### config.mk
export PLATFORM = sky130hd
export DESIGN_NAME = clk_period_gen
export DESIGN_NICKNAME = d
export VERILOG_FILES = /design/src/rtl/clk_period_gen.sv
export SDC_FILE = /design/constraint.sdc
export NUM_CORES = 1
export LEC_CHECK = 0
export CAP_MARGIN = 5
export CORE_MARGIN = 8
export CORE_UTILIZATION = 58
export CTS_CLUSTER_DIAMETER = 200
export DETAILED_ROUTE_END_ITERATION = 10
export PLACE_DENSITY_LB_ADDON = 0.3
export SYNTH_ARGS = -nofsm -noshare
export SYNTH_HDL_FRONTEND = slang
export SYNTH_SLANG_ARGS = --single-unit
### constraint.sdc
create_clock -name clk -period 4.1 [get_ports clk]
set_input_delay 0.41 -clock clk [delete_from_list [all_inputs] [get_ports clk]]
set_output_delay 0.41 -clock clk [all_outputs]
set_load 0.02 [all_outputs]
### src/rtl/clk_period_gen.sv
// -----------------------------------------------------------------------------
// clk_period_gen
//
// Programmable clock-waveform generator. Produces clk_out with a high time of
// act_high and a low time of act_low cycles of clk. Single-cycle rise/fall
// strobes accompany every edge of clk_out. New high/low counts are offered
// through a valid/ready handshake. They are held in a one-deep pending slot
// and only take effect when the generator enters its high phase, so clk_out
// never glitches.
//
// Ports
//   clk         system clock
//   rst_n       asynchronous reset, active-low
//   en          generator enable (sampled at period boundaries)
//   cfg_valid   new high/low setting is offered
//   cfg_ready   pending-config slot is free
//   cfg_high    requested high time in cycles (0 is treated as 1)
//   cfg_low     requested low time in cycles (0 is treated as 1)
//   clk_out     generated clock
//   rise_pulse  one-cycle strobe coincident with clk_out going 0->1
//   fall_pulse  one-cycle strobe coincident with clk_out going 1->0
//   cur_period  act_high + act_low of the active setting
//   busy        generator is in its high or low phase
// -----------------------------------------------------------------------------
module clk_period_gen #(
    parameter int CNT_W    = 16,
    parameter int DEF_HIGH = 10,
    parameter int DEF_LOW  = 10
) (
    input  logic             clk,
    input  logic             rst_n,
    input  logic             en,
    input  logic             cfg_valid,
    output logic             cfg_ready,
    input  logic [CNT_W-1:0] cfg_high,
    input  logic [CNT_W-1:0] cfg_low,
    output logic             clk_out,
    output logic             rise_pulse,
    output logic             fall_pulse,
    output logic [CNT_W:0]   cur_period,
    output logic             busy
);

    localparam logic [CNT_W-1:0] CNT_ZERO   = {CNT_W{1'b0}};
    localparam logic [CNT_W-1:0] CNT_ONE    = CNT_W'(1);
    localparam logic [CNT_W-1:0] DEF_HIGH_C = CNT_W'(DEF_HIGH);
    localparam logic [CNT_W-1:0] DEF_LOW_C  = CNT_W'(DEF_LOW);
    localparam logic [CNT_W:0]   DEF_PERIOD = {1'b0, DEF_HIGH_C} + {1'b0, DEF_LOW_C};

    typedef enum logic [1:0] {
        ST_IDLE = 2'd0,
        ST_HIGH = 2'd1,
        ST_LOW  = 2'd2
    } state_t;

    state_t           state_r;
    logic [CNT_W-1:0] cnt_r;
    logic [CNT_W-1:0] act_high_r;
    logic [CNT_W-1:0] act_low_r;
    logic [CNT_W-1:0] pend_high_r;
    logic [CNT_W-1:0] pend_low_r;
    logic             pend_valid_r;

    logic             accept_s;
    logic             cnt_zero_s;
    logic             enter_high_s;
    logic             apply_s;
    logic [CNT_W-1:0] high_sel_s;

    // A zero count would make a phase vanish; the shortest legal phase is 1.
    function automatic logic [CNT_W-1:0] clamp_min1(input logic [CNT_W-1:0] v);
        return (v == CNT_ZERO) ? CNT_ONE : v;
    endfunction

    // Decode handshake acceptance, high-phase entry and the apply point.
    always_comb begin
        accept_s     = cfg_valid && cfg_ready;
        cnt_zero_s   = (cnt_r == CNT_ZERO);
        enter_high_s = 1'b0;
        case (state_r)
            ST_IDLE: enter_high_s = en;
            ST_HIGH: enter_high_s = 1'b0;
            ST_LOW:  enter_high_s = cnt_zero_s && en;
            default: enter_high_s = 1'b0;
        endcase
        // accept_s needs an empty slot and apply_s a full one, so a config
        // accepted on a high-entry edge is never applied on that same edge.
        apply_s = enter_high_s && pend_valid_r;
        if (apply_s) begin
            high_sel_s = pend_high_r;
        end else begin
            high_sel_s = act_high_r;
        end
    end

    // One-deep pending-config slot; cfg_ready mirrors its emptiness.
    always_ff @(posedge clk or negedge rst_n) begin
        if (!rst_n) begin
            pend_valid_r <= 1'b0;
            cfg_ready    <= 1'b1;
            pend_high_r  <= CNT_ONE;
            pend_low_r   <= CNT_ONE;
        end else if (accept_s) begin
            pend_high_r  <= clamp_min1(cfg_high);
            pend_low_r   <= clamp_min1(cfg_low);
            pend_valid_r <= 1'b1;
            cfg_ready    <= 1'b0;
        end else if (apply_s) begin
            pend_valid_r <= 1'b0;
            cfg_ready    <= 1'b1;
        end
    end

    // Active setting and its period, loaded only at the apply point.
    always_ff @(posedge clk or negedge rst_n) begin
        if (!rst_n) begin
            act_high_r <= DEF_HIGH_C;
            act_low_r  <= DEF_LOW_C;
            cur_period <= DEF_PERIOD;
        end else if (apply_s) begin
            act_high_r <= pend_high_r;
            act_low_r  <= pend_low_r;
            cur_period <= {1'b0, pend_high_r} + {1'b0, pend_low_r};
        end
    end

    // Waveform FSM: down-counts each phase and drives the registered outputs.
    always_ff @(posedge clk or negedge rst_n) begin
        if (!rst_n) begin
            state_r    <= ST_IDLE;
            cnt_r      <= CNT_ZERO;
            clk_out    <= 1'b0;
            rise_pulse <= 1'b0;
            fall_pulse <= 1'b0;
            busy       <= 1'b0;
        end else begin
            rise_pulse <= 1'b0;
            fall_pulse <= 1'b0;
            case (state_r)
                ST_IDLE: begin
                    if (en) begin
                        state_r    <= ST_HIGH;
                        clk_out    <= 1'b1;
                        rise_pulse <= 1'b1;
                        busy       <= 1'b1;
                        cnt_r      <= high_sel_s - CNT_ONE;
                    end else begin
                        clk_out <= 1'b0;
                        busy    <= 1'b0;
                    end
                end
                ST_HIGH: begin
                    if (cnt_zero_s) begin
                        state_r    <= ST_LOW;
                        clk_out    <= 1'b0;
                        fall_pulse <= 1'b1;
                        cnt_r      <= act_low_r - CNT_ONE;
                    end else begin
                        cnt_r <= cnt_r - CNT_ONE;
                    end
                end
                ST_LOW: begin
                    if (!cnt_zero_s) begin
                        cnt_r <= cnt_r - CNT_ONE;
                    end else if (en) begin
                        // Seamless next period; high_sel_s picks up any pending config.
                        state_r    <= ST_HIGH;
                        clk_out    <= 1'b1;
                        rise_pulse <= 1'b1;
                        cnt_r      <= high_sel_s - CNT_ONE;
                    end else begin
                        state_r <= ST_IDLE;
                        clk_out <= 1'b0;
                        busy    <= 1'b0;
                    end
                end
                default: begin
                    state_r <= ST_IDLE;
                    cnt_r   <= CNT_ZERO;
                    clk_out <= 1'b0;
                    busy    <= 1'b0;
                end
            endcase
        end
    end

endmodule

# ---- Word-level counts from Yosys, hierarchy flattened
# Index checks and enable logic that the tools add are counted.
dict set report word_totals {
  reg_bits 105
  out_inout_bits 22
  word_cells 63
  in_bits 36
}
dict set report op_classes {
  eq_ne 6
  n_bitwise 1
  n_addsub 4
  n_mux 28
  n_reduce_logical 11
}
# operator n
set op_table {}
lappend op_table {{2-to-1 mux 16 bit} 6}
lappend op_table {{logical NOT 16 bit} 3}
lappend op_table {{case mux 16 bit (3 select lines)} 1}
lappend op_table {{subtractor 16 x 1 -> 16 bit, second input constant} 3}
lappend op_table {{adder 16 x 16 -> 17 bit} 1}
lappend op_table {{2-to-1 mux 1 bit} 13}
lappend op_table {{!= test 2 bit, second input constant} 4}
lappend op_table {{2-to-1 mux 2 bit} 3}
lappend op_table {{case mux 1 bit (3 select lines)} 2}
lappend op_table {{case mux 2 bit (3 select lines)} 1}
lappend op_table {{AND reduction 3 bit} 2}
lappend op_table {{case mux 1 bit (2 select lines)} 2}
lappend op_table {{logical AND 1 bit} 3}
lappend op_table {{== test 2 x 1 -> 1 bit, second input constant} 1}
lappend op_table {{== test 2 bit, second input constant} 1}
lappend op_table {{logical NOT 2 bit} 1}
lappend op_table {{AND reduction 2 bit} 1}
lappend op_table {{nonzero test 2 bit} 1}
lappend op_table {{inverter 1 bit} 1}

# ---- Depth between registers and ports, before layout
# Gate-level depths: netlist of the first run.
dict set report logic_depth {
  depth_word 9
  depth_mapped 16
  ltp_nobuf 14
}

# ---- Worst setup path before layout of the first run
# No wires, ideal clock.
dict set report synth_timing {
  kind {register to register}
  startpoint {register cnt_r[0]}
  endpoint {register cnt_r[8]}
  period_less_slack_ps 3311
  stages_incl_launch_ff 16
  setup_slack_ps 789
  arrival_ps 3210
  cell_sequence {dfrtp_1 > inv_1 > ha_1 > nor3b_1 > nand4_4 > a21boi_2 > buf_6 > buf_2 > mux2i_1 > ha_1 > nand3b_1 > mux2_2 > a211oi_2 > xnor2_1 > a211oi_1 > o32ai_1}
}
dict set report synth_between {
  elab_chain_len 9
  elab_cells_between_ends 11
  cone_classes {2 x add/sub; 6 x mux; 3 x reduce/logical}
}
# element line
set synth_rtl {}
lappend synth_rtl {{from (decl)} 57} ;# logic [CNT_W-1:0] cnt_r;
lappend synth_rtl {{from (signal assigned)} 146} ;# cnt_r <= high_sel_s - CNT_ONE;
lappend synth_rtl {{from (signal assigned)} 157} ;# cnt_r <= act_low_r - CNT_ONE;
lappend synth_rtl {{from (signal assigned)} 159} ;# cnt_r <= cnt_r - CNT_ONE;
lappend synth_rtl {{logical NOT 16 bit} 78} ;# cnt_zero_s = (cnt_r == CNT_ZERO);
lappend synth_rtl {{logical AND 1 bit} 83} ;# ST_LOW: enter_high_s = cnt_zero_s && en;
lappend synth_rtl {{case mux 1 bit (2 select lines)} 80} ;# case (state_r)
lappend synth_rtl {{logical AND 1 bit} 88} ;# apply_s = enter_high_s && pend_valid_r;
lappend synth_rtl {{2-to-1 mux 16 bit} 89} ;# if (apply_s) begin
lappend synth_rtl {{subtractor 16 x 1 -> 16 bit} {146, 170}}
lappend synth_rtl {{2-to-1 mux 16 bit} {141, 165}}
lappend synth_rtl {{2-to-1 mux 16 bit} 163} ;# if (!cnt_zero_s) begin
lappend synth_rtl {{case mux 16 bit (3 select lines) *} 139} ;# case (state_r)
# Every way passes the cells marked *; elsewhere a longest branch is shown, timed or not.
# A chain may end at the register's enable or synchronous reset.

# ---- Worst setup path in the final report of the first run
# Same ends and word-level chain as after synthesis.

==> load_flow_metrics.sql, run 1 <==
INSERT INTO impl_metrics (metric_group, metric, value, unit) VALUES
('final_layout', 'nets', '801', ''),
('sta', 'finalSetupViolations', '0', ''),
('sta', 'fmaxAchievable', '292', 'MHz'),
('floorplanning', 'std_cell_rows', '38', ''),
('clock_network', 'cts.sink_count', '105', ''),
('setup_path', 'worst_setup_path_start_kind', 'flop', ''),
('logic_synthesis', 'synth_flop_cell', 'sky130_fd_sc_hd__dfrtp_1', ''),
('setup_path', 'reg2regPathDepth', '14', ''),
('run_status', 'run_status', 'complete, no violations', ''),
('sta', 'timing_max_transition_violations_final', '0', ''),
('route', 'vias_per_cell', '6.29', ''),
('global_routing', 'wire_length_of_the_first_global_routing_pass', '29.1', 'mm'),
('setup_path', 'crit_type', 'reg2reg', ''),
('setup_path', 'r2r-start', 'cnt_r[0]', ''),
('route', 'routed_wire_length_per_instance', '19.9', 'um'),
('logic_synthesis', 'synth.cell_area', '6390', 'um2'),
('clock_network', 'cts_buffer_depth', '2', ''),
('final_layout', 'layout-area-overhead-vs-synth', '13.9', '%'),
('sta', 'hold_viol_final', '0', ''),
('global_routing', 'grt_max_degree', '77', ''),
('setup_path', 'worst-path-max-fanout', '47', ''),
('floorplanning', 'floorplan.initialDensity', '0.592', ''),
('setup_path', 'worst_setup_path_end_kind', 'flop', ''),
('logic_synthesis', 'synth_warnings', '0', ''),
('sta', 'timing.setup.tns', '0', 'ns'),
('final_layout', 'antenna_cells', '0', ''),
('power', 'max-vdd-ir-drop', '0.249', 'mV'),
('clock_network', 'cts_tree', 'yes', ''),
('logic_synthesis', 'post_synth_inst_count', '694', ''),
('route', 'routed_wl', '17.7', 'mm'),
('logic_synthesis', 'yosys.area.top_type', 'sky130_fd_sc_hd__dfrtp_1', ''),
('logic_synthesis', 'synthTopCellsByArea', 'sky130_fd_sc_hd__dfrtp_1 (38%), sky130_fd_sc_hd__nand2_1 (7.5%), sky130_fd_sc_hd__mux2_2 (5.6%), sky130_fd_sc_hd__xor2_1 (4.8%), sky130_fd_sc_hd__ha_1 (3.9%)', ''),
('global_routing', 'grt_overflow_total', '0', ''),
('route', 'antenna_violating_nets_post_route', '0', ''),
('power', 'power_density', '336', 'nW/um2'),
('floorplanning', 'die_h', '121', 'um'),
('logic_synthesis', 'synth-seq-area-share', '0.413', ''),
('sta', 'rsz0062_at_grt', 'no', ''),
('logic_synthesis', 'synthesis.area_per_instance', '9.21', 'um2'),
('clock_network', 'cts_hold_repair.buffers', '0', ''),
('logic_synthesis', 'syn_nets', '751', ''),
('placed_design', 'place_hpwl', '12.7', 'mm'),
('final_layout', 'fraction_of_layout_instances_using_a_drive_strength_above_1', '0.118', ''),
('clock_network', 'post_cts_sizing', '0', ''),
('route', 'via_count', '5588', ''),
('clock_network', 'cts_buffers', '9', ''),
('logic_synthesis', 'synth_cell_types', '75', ''),
('sta', 'tightestPinTransition', '0.989', 'ns'),
('placed_design', 'place_congestion', '0.929', ''),
('global_routing', 'antenna_found_initial', '0', ''),
('clock_network', 'cts_root_buf', 'sky130_fd_sc_hd__clkbuf_8', ''),
('sta', 'layout_worst_path_cycle_share', '0.834', ''),
('clock_network', 'htree_levels', '3', ''),
('logic_synthesis', 'post_synth_edffs', '0', ''),
('placed_design', 'port_buffers', '57', ''),
('clock_network', 'post_cts_buffers', '0', ''),
('floorplanning', 'die_area', '14600', 'um2'),
('route', 'detail_route.drc_violations', '0', ''),
('logic_synthesis', 'yosys_register_bits', '105', ''),
('clock_network', 'clk-insertion-delay-late', '0.39', 'ns'),
('route', 'drt_first_pass_iters', '5', ''),
('clock_network', 'clkTransAtPathRegs', '0.10', 'ns'),
('floorplanning', 'floorplan.io_pins', '58', ''),
('setup_path', 'cp-startpoint', 'cnt_r[0]', ''),
('global_routing', 'via_count_of_the_first_global_routing_pass', '5564', ''),
('sta', 'max_slew_headroom_at_the_worst_pin', '0.341', ''),
('setup_path', 'critical_path.endpoint', 'cnt_r[8]', ''),
('floorplanning', 'fp.coreArea', '10800', 'um2'),
('global_routing', 'gr-usage-all-layers', '0.252', ''),
('final_layout', 'fin_util', '0.675', ''),
('run', 'timing.max_cap.violations', '0', '');
==> power by group <==
| part | leakage (nW) | switching [mW] | internal, mW | total (mW) |
|---|---|---|---|---|
| clock | 0.0934 | 0.383 | 0.285 | 0.668 |
| sequential | 1.36 | 0.129 | 1.12 | 1.25 |
| combinational | 1.87 | 0.276 | 0.256 | 0.532 |
==> cell type report <==
type | count | area (um2)
timing repair buffer | 68 | 651
sequential | 105 | 2640
multi-input combinational | 543 | 3560
inverter | 17 | 63.8
clock inverter | 5 | 63.8
tap | 140 | 175
clock buffer | 10 | 128
fill | 850 | 3510
==> state kept, by name (all words and copies together) (netlist names), 2 cells and up <==
signal       cells
state_r          2
cur_period      17
act_high_r      16
pend_high_r     16
pend_low_r      16
cnt_r           16
act_low_r       16
==> how the worst min path moves through the flow <==
| stage | to | slack [ns] | start |
|---|---|---|---|
| finish | act_high_r[13] | 0.15 | rst_n |
| global route | pend_high_r[8] | 0.24 | rst_n |
| CTS | cnt_r[8] | 0.20 | rst_n |
| detailed placement | cur_period[0] | 0.46 | cur_period[0] |
| global placement | cur_period[0] | 0.46 | cur_period[0] |
| floorplan | act_high_r[0] | 0.11 | rst_n |
==> cells in the mapped netlist, drive strengths merged, types with 2 or more instances <==
master	n
a2bb2oi	3
or4	3
o21ai	37
o22ai	5
a41oi	2
and3	6
a2111oi	2
dfstp	9
buf	11
nor3	26
nand2b	4
nor2b	7
nand2	127
or2	4
a31oi	9
dfrtp	96
nand3b	7
inv	17
mux2	33
a21boi	2
o21a	2
clkbuf	18
a21o	4
a21oi	28
o211ai	8
o2111ai	3
o32a	2
xnor2	19
nor3b	2
or3	7
xor2	35
a211oi	5
nor4	20
a311oi	2
and2	2
o22a	2
o41ai	2
nand4	6
nor2	54
and4	2
a22oi	4
ha	20
mux2i	13
o31ai	2
nand3	9
==> kinds of logic after synthesis <==
kind of cell    Yosys count  share of synthesized area
compound gates          134                      0.141
xor+xnor                 54                     0.0740
fa+ha+maj                21                     0.0423
buf+inv                  46                     0.0309
flops                   105                      0.413
mux                      46                     0.0810
simple gates            288                      0.218
==> per-stage QoR <==
stage	cell area, um2	std cells	setup slack, ns	total power, mW	hold slack [ns]
floorplan	6390	694	0.789	1.60	0.114
global placement	7090	873	0.783	1.76	0.463
detailed placement	7090	873	0.683	1.78	0.465
CTS	7280	888	0.716	2.45	0.200
global route	7280	888	0.415	2.56	0.241
finish	7280	888	0.680	2.45	0.149
==> placed cells by master (no fill, tap or decap), types with 4 or more instances in the layout <==
cell                              count
sky130_fd_sc_hd__nor4_1              16
sky130_fd_sc_hd__or2_2                4
sky130_fd_sc_hd__and3_1               6
sky130_fd_sc_hd__nand2b_1             4
sky130_fd_sc_hd__nand2_1            127
sky130_fd_sc_hd__xor2_1              35
sky130_fd_sc_hd__clkbuf_8             9
sky130_fd_sc_hd__nand3_1              8
sky130_fd_sc_hd__inv_1               17
sky130_fd_sc_hd__dfstp_2              9
sky130_fd_sc_hd__o22ai_1              5
sky130_fd_sc_hd__a31oi_1              9
sky130_fd_sc_hd__mux2_2              32
sky130_fd_sc_hd__o211ai_1             8
sky130_fd_sc_hd__nor2b_1              7
sky130_fd_sc_hd__mux2i_1             12
sky130_fd_sc_hd__clkdlybuf4s50_1     56
sky130_fd_sc_hd__xnor2_1             19
sky130_fd_sc_hd__buf_4               12
sky130_fd_sc_hd__ha_1                20
sky130_fd_sc_hd__or3_1                7
sky130_fd_sc_hd__nand4_1              5
sky130_fd_sc_hd__o21ai_1              4
sky130_fd_sc_hd__nor3_1              26
sky130_fd_sc_hd__nand3b_1             7
sky130_fd_sc_hd__nor2_1              52
sky130_fd_sc_hd__a21o_1               4
sky130_fd_sc_hd__dfrtp_1             96
sky130_fd_sc_hd__o21ai_0             32
sky130_fd_sc_hd__a21oi_1             28
==> critical path, stage by stage, from the launching register on <==
cell                       delay [ns]
sky130_fd_sc_hd__dfrtp_1         0.43
sky130_fd_sc_hd__inv_1           0.09
sky130_fd_sc_hd__ha_1            0.15
sky130_fd_sc_hd__nor3b_1         0.39
sky130_fd_sc_hd__nand4_4         0.16
sky130_fd_sc_hd__a21boi_4        0.20
sky130_fd_sc_hd__buf_4           0.48
sky130_fd_sc_hd__a21boi_0        0.22
sky130_fd_sc_hd__ha_1            0.29
sky130_fd_sc_hd__nand3b_1        0.11
sky130_fd_sc_hd__mux2_2          0.21
sky130_fd_sc_hd__a211oi_2        0.05
sky130_fd_sc_hd__xnor2_1         0.16
sky130_fd_sc_hd__a211oi_1        0.25
sky130_fd_sc_hd__o32ai_1         0.10
==> per-layer routing <==
metal	vias to the layer above	GRT usage	share of wire
met5	-	0	0
met3	47	0.0633	0.070
met2	219	0.395	0.47
li1	2574	-	-
met1	2748	0.324	0.42
met4	0	0.112	0.038
(Power assumes the default switching activity.)
==> run 2: changes to the inputs <==
==> constraint.sdc (replaced) <==
create_clock -name clk -period 3.15 [get_ports clk]
set_input_delay 0.315 -clock clk [delete_from_list [all_inputs] [get_ports clk]]
set_output_delay 0.315 -clock clk [all_outputs]
set_load 0.02 [all_outputs]
==> load_flow_metrics.sql, run 2 (same netlist as run 1, synthesis figures left out) <==
INSERT INTO impl_metrics (metric_group, metric, value, unit) VALUES
('run_status', 'run_status', 'complete, no violations', ''),
('clock_network', 'cts_hold_repair.buffers', '0', ''),
('placed_design', 'port_buffers', '57', ''),
('setup_path', 'worst_setup_path_start_kind', 'flop', ''),
('setup_path', 'r2r-start', 'cnt_r[5]', ''),
('worst_hold_path', 'hold_path_class', 'in2async', ''),
('final_layout', 'layout-area-overhead-vs-synth', '16.4', '%'),
('final_layout', 'most_common_cell_after_layout_fill_and_taps_aside', 'sky130_fd_sc_hd__nand2_1', ''),
('final_layout', 'largest_reg_flops', '17', ''),
('route', 'routed_wl', '18.1', 'mm'),
('floorplanning', 'floorplan.io_pins', '58', ''),
('route', 'via_count', '5624', ''),
('sta', 'tightestPinTransition', '0.845', 'ns'),
('final_layout', 'seq_area', '2640', 'um2'),
('sta', 'finalSetupViolations', '0', ''),
('setup_path', 'cp-startpoint', 'cnt_r[5]', ''),
('placed_design', 'place_congestion', '0.900', ''),
('floorplanning', 'die_x', '121', 'um'),
('clock_network', 'cts.sink_count', '105', ''),
('clock_network', 'cts_buffer_depth', '2', ''),
('global_routing', 'grt_overflow_total', '0', ''),
('sta', 'timing.setup.tns', '0', 'ns'),
('global_routing', 'wire_length_of_the_first_global_routing_pass', '28.9', 'mm'),
('sta', 'fmaxAchievable', '327', 'MHz'),
('floorplanning', 'floorplan.initialDensity', '0.592', ''),
('final_layout', 'final_cells', '905', ''),
('clock_network', 'cts_tree', 'yes', ''),
('final_layout', 'registers.top_by_ff_count', 'cur_period', ''),
('power', 'power_density', '424', 'nW/um2'),
('global_routing', 'gr-usage-all-layers', '0.251', ''),
('power', 'power.leakage', '3.41', 'nW'),
('route', 'vias_per_cell', '6.21', ''),
('route', 'antenna_violating_nets_post_route', '0', ''),
('clock_network', 'htree_levels', '3', ''),
('setup_path', 'critPathRequiredTime', '3.44', 'ns'),
('floorplanning', 'fp.coreArea', '10800', 'um2'),
('route', 'detail_route.drc_violations', '0', ''),
('floorplanning', 'die_h', '121', 'um'),
('sta', 'period_needed', '3.06', 'ns'),
('setup_path', 'crit_type', 'reg2reg', ''),
('sta', 'fin_worst_skew', '0.00686', 'ns'),
('route', 'drt-initial-drc-count', '571', ''),
('final_layout', 'antenna_cells', '0', ''),
('final_layout', 'nets', '817', ''),
('power', 'max-vdd-ir-drop', '0.302', 'mV'),
('sta', 'hold_viol_final', '0', ''),
('floorplanning', 'std_cell_rows', '38', ''),
('final_layout', 'final_area', '7440', 'um2'),
('setup_path', 'worst_setup_path_end_kind', 'flop', ''),
('clock_network', 'cts_buffers', '9', ''),
('global_routing', 'antenna_found_initial', '0', ''),
('sta', 'rsz0062_at_grt', 'yes', ''),
('global_routing', 'grt_max_degree', '64', ''),
('sta', 'max_slew_headroom_at_the_worst_pin', '0.437', ''),
('clock_network', 'cts_root_buf', 'sky130_fd_sc_hd__clkbuf_8', ''),
('clock_network', 'clk-insertion-delay-late', '0.39', 'ns'),
('route', 'routed_wire_length_per_instance', '20.0', 'um'),
('placed_design', 'dpl_cell_area', '7180', 'um2'),
('route', 'drt_first_pass_iters', '5', ''),
('sta', 'hold_slack', '0.0311', 'ns'),
('sta', 'timing_max_transition_violations_final', '0', ''),
('final_layout', 'fin_util', '0.689', ''),
('final_layout', 'most_used_cells_in_the_layout_excluding_fill_and_tap_cells', 'sky130_fd_sc_hd__nand2_1 (127), sky130_fd_sc_hd__dfrtp_1 (95), sky130_fd_sc_hd__clkdlybuf4s50_1 (56)', ''),
('clock_network', 'clkTransAtPathRegs', '0.10', 'ns'),
('run', 'timing.max_cap.violations', '0', ''),
('setup_path', 'arrival_time_of_data_at_the_critical_path_endpoint', '3.35', 'ns'),
('final_layout', 'fraction_of_layout_instances_using_a_drive_strength_above_1', '0.142', ''),
('final_layout', 'multi_input_area', '3600', 'um2'),
('global_routing', 'via_count_of_the_first_global_routing_pass', '5613', ''),
('placed_design', 'dpl.cell_count', '882', ''),
('placed_design', 'place_hpwl', '13.3', 'mm'),
('setup_path', 'worst-path-max-fanout', '7', ''),
('floorplanning', 'die_area', '14600', 'um2'),
('sta', 'layout_worst_path_cycle_share', '0.971', ''),
('final_layout', 'fill_cells', '852', '');
## run 2: path summary, 6_finish.rpt
path	end	slack (ns)	cells past startpoint
worst max-delay path	cnt_r[8]	0.09	12
worst min-delay path	fall_pulse	0.03	1
worst max register to register	cnt_r[8]	0.09	12
worst min register to register	cur_period[10]	0.49	2
max in group asynchronous	act_low_r[3]	2.33	2
min in group clk	cfg_ready	0.47	2
## run 2: stage by stage
stage,total power [mW],setup WS [ns]
final,3.16,0.0911
after global routing,3.31,-0.0507
after floorplan,2.08,0.00343
after detailed placement,2.33,0.115
after CTS,3.13,0.0485
after global placement,2.31,0.202
## run 2: final cells by class
| type | instances | share of cell area |
|---|---|---|
| timing repair buffer | 84 | 0.105 |
| multi-input combinational | 543 | 0.484 |
| tap | 140 | 0.0235 |
| clock inverter | 3 | 0.00336 |
| sequential | 105 | 0.355 |
| inverter | 17 | 0.00858 |
| clock buffer | 13 | 0.0200 |
## run 2: power breakdown
| part | switching (mW) | leakage, nW | internal [mW] |
|---|---|---|---|
| clock network | 0.481 | 0.0842 | 0.315 |
| registers | 0.174 | 1.36 | 1.46 |
| logic | 0.369 | 1.96 | 0.359 |
## run 2: worst max-delay path: stages, from the launching register on
cell,delay [ns]
sky130_fd_sc_hd__dfrtp_2,0.47
sky130_fd_sc_hd__nor4_4,0.30
sky130_fd_sc_hd__buf_4,0.21
sky130_fd_sc_hd__nand4_4,0.12
sky130_fd_sc_hd__a21boi_4,0.23
sky130_fd_sc_hd__mux2i_2,0.28
sky130_fd_sc_hd__ha_2,0.28
sky130_fd_sc_hd__nand3b_1,0.09
sky130_fd_sc_hd__mux2_4,0.32
sky130_fd_sc_hd__a211oi_2,0.17
sky130_fd_sc_hd__xnor2_1,0.17
sky130_fd_sc_hd__a211oi_1,0.10
sky130_fd_sc_hd__o32ai_1,0.23
## run 2: repair_timing
| item | CTS | global route |
|---|---|---|
| buffers inserted | 0 | 7 |
| hold endpoints to repair | 0 | 0 |
| endpoints found under the setup margin | 0 | 5 |
| resized for setup | 0 | 6 |
## run 2: routing by layer
metal | up-vias | global-route usage | wire (um)
met5 | - | 0 | 0
met4 | 0 | 0.119 | 646
met3 | 43 | 0.0633 | 1260
met2 | 220 | 0.405 | 8730
met1 | 2756 | 0.309 | 7440
li1 | 2605 | - | -
==> variant, RTL diff (settings of run 2) <==
Make the reset (`rst_n`) synchronous in 3 clocked blocks. Comments in the files are not updated.
--- a/src/rtl/clk_period_gen.sv
+++ b/src/rtl/clk_period_gen.sv
@@ -94,7 +94,7 @@
     end
 
     // One-deep pending-config slot; cfg_ready mirrors its emptiness.
-    always_ff @(posedge clk or negedge rst_n) begin
+    always_ff @(posedge clk) begin
         if (!rst_n) begin
             pend_valid_r <= 1'b0;
             cfg_ready    <= 1'b1;
@@ -112,7 +112,7 @@
     end
 
     // Active setting and its period, loaded only at the apply point.
-    always_ff @(posedge clk or negedge rst_n) begin
+    always_ff @(posedge clk) begin
         if (!rst_n) begin
             act_high_r <= DEF_HIGH_C;
             act_low_r  <= DEF_LOW_C;
@@ -125,7 +125,7 @@
     end
 
     // Waveform FSM: down-counts each phase and drives the registered outputs.
-    always_ff @(posedge clk or negedge rst_n) begin
+    always_ff @(posedge clk) begin
         if (!rst_n) begin
             state_r    <= ST_IDLE;
             cnt_r      <= CNT_ZERO;
Function: differs if rst_n is asserted again (counterexample within 4 cycles, from zero or initial values and one cycle with rst_n low); with rst_n held inactive, the same outputs for 4 cycles.
==> variant against run 2 <==
  * Critical endpoint is now cnt_r[10]
  * Final area decreased by 3.8%
  * Global-route usage up 0.48 points
  * Area after synthesis down 5.1%
  * Routed wire length up 1.1%
  * Setup slack better by 48 ps
  * Largest cell class unchanged
  * Sequential cell count unchanged
Power is not compared: it rests on default switching activity, and its combinational part moved more than twofold at a synthesized area within 25%.
==> variant: results <==
grt:
  track_usage: 0.2557
  use_met3: 0.05569
  grt_pass1_vias: 6034
  met1_usage: 0.2987
  grt_pass1_wl_um: 29680
  use_met2: 0.4256
  grt_antenna_before_repair: 0
  grt_max_degree: 75
finish:
  regMostFlops: "cur_period"
  fin_cells: 998
  multi_input_gates: 634
  final-nonclk-buf-share: 0.1161
  multi_input_area_share: 0.5284
  drive_gt1_frac: 0.08817
  n_clock_buffer: 10
  nFillCells: 859
  final_nets: 914
  antenna_cells: 0
  buffers_excl_clock: 90
  clk_share: 0.02850
  seq_cells: 105
  sh_seq_area: 0.2943
drt:
  routed.top_layer: "met4"
  met1Wirelength_um: 7461
  met3WireLength_um: 1374
  drt-total-wl_um: 18270
  drt_iter0_drc: 557
  wl_met2_um: 8697
  route.vias.total: 6188
yosys:
  synth_common_cells: "nand2_1 (175), dfxtp_1 (105), a21oi_1 (100)"
  syn_nets: 859
  async_reset_ff_frac: 0
  synth.yosys.seq_area_share: 0.3466
  netlist_top_cells_area: "dfxtp_1 (35%), nand2_1 (11%), a21oi_1 (8.3%)"
  ys_warn_count: 0
  syn_inst: 802
  synth_cell_types: 68
placement:
  port-buffer-count: 57
  hpwlAfterDp_um: 13520
  gp_congestion: 0.9336
  placed_cells: 979
setup_path:
  crit_path_max_incr_delay_ps: 400
  cp_slowest_cell: "dfxtp_1"
  cp.arrival_ps: 3290
  critPathMaxFanout: 6
timing:
  clock_skew_ps: 8.619
  tightest_slew_ps: 1154
hold_path:
  hp-class: "reg2reg"
power_and_ir_drop:
  p_leak_nw: 2.748
clock_tree:
  clk_latency_ps: 390
  cts_buffers: 9
  root_buffer: "clkbuf_8"
  clk_pin_slew_ps: 110
outcome:
  status: "finished, final reports clean"
## variant: critical path: cells and delay by family (launching register included)
kind	cells	cell delay (ps)
buffers and inverters	1	80
flip-flops	1	400
AO/OA/AOI/OAI	4	820
XOR/XNOR	1	180
multiplexers	1	250
AND/OR/NAND/NOR	5	760
adder cells (fa/ha/maj)	2	420
## variant: repair_timing
item / CTS / global route
buffers inserted: 0 / 3
resized for setup: 1 / 4
hold buffers: 0 / 0
pin swaps: 0 / 2
endpoints found under the setup margin: 1 / 3
endpoints found under the hold margin: 0 / 0
## variant: cell families (layout without fill, tap and decap cells)
kind of cell,after synthesis,after routing,synth area share
XOR/XNOR,50,50,0.07221
adder cells (fa/ha/maj),21,21,0.04456
buffers and inverters,63,123,0.04023
flip-flops,105,105,0.3466
multiplexers,12,12,0.01981
AND/OR/NAND/NOR,343,343,0.2610
AO/OA/AOI/OAI,208,208,0.2156
## variant: path summary, 6_finish.rpt
path	start	endpoint	slack, ps	cells past startpoint
worst max-delay path	cnt_r[1]	cnt_r[10]	140	14
worst min-delay path	cur_period[5]	cur_period[5]	450	2
worst max register to register	cnt_r[1]	cnt_r[10]	140	14
worst min register to register	cur_period[5]	cur_period[5]	450	2
## variant: per-stage QoR
step           area [um^2]  setup TNS [ps]    util  setup WS (ps)  hold WS [ps]
2_1_floorplan         6128          -12.31       -         -12.31         448.8
3_3_place_gp          6909               0  0.6753          116.3         439.9
3_5_place_dp          6909          -87.32  0.6753         -87.32         442.6
4_1_cts               7114               0  0.6954          49.96         456.6
5_1_grt               7156          -20.50  0.6994         -20.50         474.7
6_report              7156               0  0.6994          139.1         454.1
## variant: report_power, final
part	internal [mW]	switching, mW
clock	0.391	0.503
sequential	1.44	0.151
combinational	0.608	0.873
